**src/rtl/onehot_hold_decoder_pkg.sv**
```systemverilog
// Shared types and defaults for the one-hot hold decoder.
// The GUARD state exists only to separate grants when ONEHOT_GUARD_EN is defined.
package onehot_pkg;
  typedef enum logic [1:0] {IDLE, DRIVE, GUARD} state_e;
  localparam int N_DEF    = 4;
  localparam int HOLD_DEF = 3;
endpackage

```
**src/rtl/onehot_hold_decoder_if.sv**
```systemverilog
// Index-in / grant-out bundle for onehot_hold_decoder.
interface onehot_hold_decoder_if #(
  parameter int N = 4,
  parameter int W = $clog2(N)
);
  logic         in_valid;
  logic [W-1:0] in_code;
  logic         in_zero;
  logic         in_ready;
  logic [N-1:0] y;
  logic         y_valid;
  logic         err;

  modport master (output in_valid, in_code, in_zero, input in_ready, y, y_valid, err);
  modport slave  (input in_valid, in_code, in_zero, output in_ready, y, y_valid, err);
endinterface

```
**src/rtl/onehot_hold_decoder_bin2onehot.sv**
```systemverilog
// Combinational binary-to-one-hot decoder; codes >= N give all-zero plus oor.
module bin2onehot #(
  parameter int N = 4,
  parameter int W = $clog2(N)
) (
  input  logic [W-1:0] code,
  output logic [N-1:0] onehot,
  output logic         oor
);
  always_comb begin
    oor = (int'(code) >= N);
    for (int i = 0; i < N; i++) onehot[i] = (int'(code) == i);
  end
endmodule

```
**src/rtl/onehot_hold_decoder.sv**
```systemverilog
// Holds each accepted index as a registered one-hot grant for HOLD cycles.
// Build option: ONEHOT_GUARD_EN inserts a GUARD cycle after every grant.
module onehot_hold_decoder
  import onehot_pkg::*;
#(
  parameter int N    = N_DEF,
  parameter int W    = $clog2(N),
  parameter int HOLD = HOLD_DEF
) (
  input logic clk,
  input logic reset_n,
  onehot_hold_decoder_if.slave bus
);
  localparam int CW = (HOLD > 1) ? $clog2(HOLD) : 1;

  state_e        state;
  logic [CW-1:0] cnt;
  logic [N-1:0]  y_q, dec;
  logic          yv_q, err_q, oor;
  logic          last, ready, acc, good, bad;

  bin2onehot #(.N(N), .W(W)) u_dec (.code(bus.in_code), .onehot(dec), .oor(oor));

  assign last = (cnt == '0);

  always_comb begin
    ready = 1'b0;
    case (state)
      IDLE:    ready = 1'b1;
`ifdef ONEHOT_GUARD_EN
      DRIVE:   ready = 1'b0;
`else
      DRIVE:   ready = last;
`endif
      default: ready = 1'b0;
    endcase
  end

  // in_zero masks in_code entirely, including its range check
  assign acc  = bus.in_valid & ready;
  assign good = acc & ~bus.in_zero & ~oor;
  assign bad  = acc & ~bus.in_zero & oor;

  always_ff @(posedge clk or negedge reset_n) begin
    if (!reset_n) begin
      state <= IDLE;
      cnt   <= '0;
      y_q   <= '0;
      yv_q  <= 1'b0;
      err_q <= 1'b0;
    end else begin
      if (bad) err_q <= 1'b1;
      case (state)
        IDLE: if (good) begin
          y_q   <= dec;
          yv_q  <= 1'b1;
          cnt   <= CW'(HOLD - 1);
          state <= DRIVE;
        end
        DRIVE: begin
          if (!last) cnt <= cnt - 1'b1;
`ifdef ONEHOT_GUARD_EN
          else begin
            y_q   <= '0;
            yv_q  <= 1'b0;
            state <= GUARD;
          end
`else
          else if (good) begin
            y_q <= dec;
            cnt <= CW'(HOLD - 1);
          end else begin
            y_q   <= '0;
            yv_q  <= 1'b0;
            state <= IDLE;
          end
`endif
        end
        default: state <= IDLE;
      endcase
    end
  end

  assign bus.in_ready = ready;
  assign bus.y        = y_q;
  assign bus.y_valid  = yv_q;
  assign bus.err      = err_q;
endmodule

```
**src/flat_wrapper.sv**
```systemverilog
// flat-port wrapper written by rule: the top's interface ports become plain ports
module onehot_hold_decoder_flat import onehot_pkg::*;
#(
  parameter int N    = N_DEF,
  parameter int W    = $clog2(N),
  parameter int HOLD = HOLD_DEF
)
  (clk, reset_n, bus_in_valid, bus_in_code, bus_in_zero, bus_in_ready, bus_y, bus_y_valid, bus_err);
  onehot_hold_decoder_if #(.N(N), .W(W)) bus_i ();
  input logic clk;
  input logic reset_n;
  input wire logic [$bits(bus_i.in_valid)-1:0] bus_in_valid;
  input wire logic [$bits(bus_i.in_code)-1:0] bus_in_code;
  input wire logic [$bits(bus_i.in_zero)-1:0] bus_in_zero;
  output wire logic [$bits(bus_i.in_ready)-1:0] bus_in_ready;
  output wire logic [$bits(bus_i.y)-1:0] bus_y;
  output wire logic [$bits(bus_i.y_valid)-1:0] bus_y_valid;
  output wire logic [$bits(bus_i.err)-1:0] bus_err;
  assign bus_i.in_valid = bus_in_valid;
  assign bus_i.in_code = bus_in_code;
  assign bus_i.in_zero = bus_in_zero;
  assign bus_in_ready = bus_i.in_ready;
  assign bus_y = bus_i.y;
  assign bus_y_valid = bus_i.y_valid;
  assign bus_err = bus_i.err;
  onehot_hold_decoder #(.N(N), .W(W), .HOLD(HOLD)) u_core (.clk(clk), .reset_n(reset_n), .bus(bus_i));
endmodule
```
**config.mk**
```make
export PLATFORM = sky130hd
export DESIGN_NAME = onehot_hold_decoder_flat
export DESIGN_NICKNAME = d
export VERILOG_FILES = /design/src/rtl/onehot_hold_decoder_pkg.sv /design/src/rtl/onehot_hold_decoder_if.sv /design/src/rtl/onehot_hold_decoder_bin2onehot.sv /design/src/rtl/onehot_hold_decoder.sv /design/src/flat_wrapper.sv
export SDC_FILE = /design/constraint.sdc
export NUM_CORES = 1
export LEC_CHECK = 0
export CAP_MARGIN = 30
export CORE_AREA = 5 5 42 44
export DETAILED_ROUTE_END_ITERATION = 8
export DIE_AREA = 0 0 47 49
export PLACE_DENSITY = 0.56
export SETUP_SLACK_MARGIN = 0.4
export SYNTH_ARGS = -nofsm -noshare
export SYNTH_HDL_FRONTEND = slang
export SYNTH_SLANG_ARGS = --single-unit
```
**constraint.sdc**
```tcl
create_clock -name clk -period 0.9 [get_ports clk]
set_input_delay 0.135 -clock clk [delete_from_list [all_inputs] [get_ports clk]]
set_output_delay 0.135 -clock clk [all_outputs]
set_load 0.01 [all_outputs]
```
==> key figures, run 1 <==
Logic synthesis
  • Yosys top cell area share: a little under three fifths
  • Prevailing post-synth register cell: dfrtp_1
  • Post-Synthesis Cells: 27
  • Number of storage elements in the synthesis netlist: 7
  • Most frequently used cell type in the post-synthesis netlist: dfrtp_1
  • Mapped Avg Cell Area: about 12 um2
  • Post-synthesis share of cell area spent on full adders, half adders and majority gates: 0%
  • Post-synthesis share of cell area spent on and, or, nand and nor gates: 12.9%
  • Post-synth design cell area: 312 um2
  • Leading post-synthesis cells by cell area: dfrtp_1, a32o_1, o2bb2ai_1
  • Most frequent cells after synthesis: dfrtp_1, a32o_1, nand2_1, nor2_1, o2bb2ai_1
  • Post-synth cell types: 17
  • Cell type with the highest aggregate area in the netlist: dfrtp_1
  • Sequential element share of the synthesized area: ~56%
  • Multiplexer share of the synthesized area: 0%
  • Post-synth EDFFs: 0
  • Post-synthesis net count: 33
  • Share of flip-flops with an asynchronous set or reset after synthesis: 100%
  • Yosys warns: 0
  • Dominant combinational cell family by area after synthesis: compound AO/OA/AOI/OAI gates
  • Compound-Gate Fraction of Synth Area: 23.3%
  • Post-synthesis share of cell area spent on xor and xnor gates: approximately 2.8%

Min path
  • Hold WC Path Type: primary input to asynchronous set/reset pin

Floorplan
  • Die X-Extent: 47 um
  • Overall die area: 2300 um2
  • Placement row count: 14
  • Initial standard-cell utilization of the core: about 22%
  • Total core area: approximately 1400 um2
  • Vertical extent of the die: about 49 um
  • Count of boundary I/O pins: 13

Drt
  • Number of DRC violations after detailed-routing iteration 0: 3
  • Remaining design rule violation count: 0
  • DRT antenna net count: 0
  • Router iterations before antenna repair: 4
  • Sum of routed wire length over all layers: 752 um
  • Vias per inst: 4.20
  • Wire per inst: 10.6 um
  • Number of vias after detailed routing: a little under 300

Timing
  • Skew final: approximately 2.6 ps
  • Max frequency: around 890 MHz
  • RSZ-0062 raised after global routing: yes
  • Portion of the clock cycle consumed by the worst path in the final layout: 125%
  • Final-report setup violation count: 11
  • Final count of pins violating max slew: 0
  • Time the final worst path needs with I/O delays and setup: approximately 1100 ps
  • Post-route worst setup slack: -228 ps
  • TNS Setup: -1420 ps
  • Number of endpoints with negative hold slack in the final report: 0

Power
  • Leakage power total: 0.278 nW
  • Total power per unit cell area: between 2000 and 3000 nW/um2
  • Total Power Consumption: roughly 1.7 mW
  • Maximum vdd drop: about 1.2 mV

Global route
  • Congestion Overflow GR: 0
  • Largest net degree at the start of global routing: 8
  • First-pass GRT wire length: 1240 um
  • Initial antenna violation count: 0
  • GRT Util Overall: under 10%
  • Number of global-route vias before repair: between 300 and 400

CTS
  • Number of clock sinks: 7
  • Clock network latency to the later pin of the worst-skew pair: 250 ps
  • Number of buffers on the longest clock path: 2
  • Clk Tree Root Cell: clkbuf_4
  • Hold buffer count at cts: 0
  • CTS tree: yes
  • Deepest level of the CTS H-tree: 1
  • Clock slew at the register clock pins of the worst setup and hold paths: ~60 ps
  • Num CTS Buffers: 3

Final layout
  • Fraction of final layout cells with drive strength greater than 1: 49.1%
  • Synthesis-to-layout area growth: 81.9%
  • Filler Cell Count: about 160
  • Number of inserted diodes: 0
  • Fin nets: 62

Worst setup path
  • Setup slack, reg-to-reg: -230 ps
  • Critical path data required time: 1040 ps
  • Worst reg2reg startpoint: u_core.cnt[1]
  • Max FO, Critical Path: 4
  • R2r endpoint: u_core.bus.y[0]
  • Startpoint-to-endpoint class of the critical path: register to register
  • Endpoint kind of the worst setup timing path: register
  • Arrival time of the worst setup path: roughly 1300 ps
  • Worst-case reg-to-reg path depth: 4
  • Critical path startpoint category: register

Placement
  • Post-placement setup slack: -395 ps
  • Placed wire-length estimate: 543 um
  • Placer's final routability congestion estimate: ~0.74
  • Total of buffers placed on input and output ports: 11

Status
  • Violated checks: negative setup slack
  • Outcome: complete, but fails checks

Job
  • Max-cap violations: 0
==> sequential cells by signal (all words and copies together), names as in the netlist <==
register and cells:
u_core.bus.y 4, u_core.bus.y_valid 1, u_core.cnt 2
==> power by group <==
group / switching [mW] / internal (mW)
Clock: 0.125 / 0.170
Combinational: 0.339 / 0.548
Sequential: 0.0980 / 0.420
Total: 0.562 / 1.14
==> worst max-delay path by stage <==
| stage | start | slack [ps] | end | cells after the start |
|---|---|---|---|---|
| 2_1_floorplan | u_core.cnt[0] | -180 | u_core.bus.y[0] | 3 |
| 4_1_cts | u_core.cnt[0] | -220 | u_core.bus.y[0] | 4 |
| 3_5_place_dp | bus_in_valid | -400 | u_core.bus.y[0] | 4 |
| 3_3_place_gp | bus_in_valid | -370 | u_core.bus.y[0] | 4 |
| 5_1_grt | u_core.cnt[1] | -270 | u_core.bus.y[1] | 4 |
| 6_report | u_core.cnt[1] | -230 | u_core.bus.y[0] | 4 |
==> stage by stage <==
stage / utilization [%] / hold slack, ps / instance area, um2 / std cells
global placement: 35.4 / 417 / 495 / 61
floorplan: - / -161 / 313 / 27
global route: 40.4 / 172 / 567 / 71
CTS: 37.7 / 151 / 528 / 68
finish: 40.4 / 141 / 567 / 71
detailed placement: 35.4 / 422 / 495 / 61
==> worst max-delay path, stage by stage (launching register included) <==
cell	delay, ps
dfrtp_1	410
o21ai_4	190
buf_6	130
o21ai_2	70
a32o_1	210
==> layer usage <==
metal	vias up	GRT usage, %	routed length (um)
met5	-	0	0
met4	0	6.91	22
met3	4	2.21	34
met2	6	12.0	365
met1	138	8.24	330
li1	150	-	-
==> layout make-up <==
cell class	instances	area (um2)	area share [%]
Sequential cell	7	176	31.1
Multi-Input combinational cell	18	128	22.5
Clock buffer	4	26.3	4.64
Inverter	1	3.75	0.662
Tap cell	16	20.0	3.53
Timing Repair Buffer	25	213	37.5
==> placed cells by master, fill, tap and decap left out <==
cell             Yosys  routed
a21oi_1              1       1
a32o_1               2       2
buf_2                0       4
buf_4                1      10
buf_6                0       6
clkbuf_1             0       1
clkbuf_4             0       3
clkdlybuf4s50_1      0       5
conb_1               1       1
dfrtp_1              7       6
dfrtp_2              0       1
inv_1                1       1
nand2_1              2       1
nand2_2              0       1
nand2b_1             1       1
nand3_1              1       1
nand3b_1             1       1
nor2_1               2       2
nor2b_1              1       1
o21ai_1              0       1
o21ai_2              1       1
o21ai_4              1       1
o2bb2ai_1            2       2
xor2_1               1       1
==> cell families after synthesis <==
group | after synthesis
other | 1
buffers and inverters | 2
DFF | 7
and+or+nand+nor | 8
AOI/OAI and AO/OA | 8
xor gates and xnor gates | 1
==> what timing repair did <==
item	in CTS	in global routing
gates resized for setup	27	4
endpoints found under the setup margin	13	13
setup buffers	3	3
cloned	0	0
pin swaps	1	3
Power figures use the tool's default switching activity.
==> run 2: changes to the inputs <==
--- a/config.mk
+++ b/config.mk
@@ -9,8 +9,10 @@
 export CORE_AREA = 5 5 42 44
 export DETAILED_ROUTE_END_ITERATION = 8
 export DIE_AREA = 0 0 47 49
+export GPL_ROUTABILITY_DRIVEN = 0
 export PLACE_DENSITY = 0.56
 export SETUP_SLACK_MARGIN = 0.4
+export SLEW_MARGIN = 20
 export SYNTH_ARGS = -nofsm -noshare
 export SYNTH_HDL_FRONTEND = slang
 export SYNTH_SLANG_ARGS = --single-unit
==> results of run 2 <==
Same layout as run 1: the final DEF is identical, and so are final timing and power.
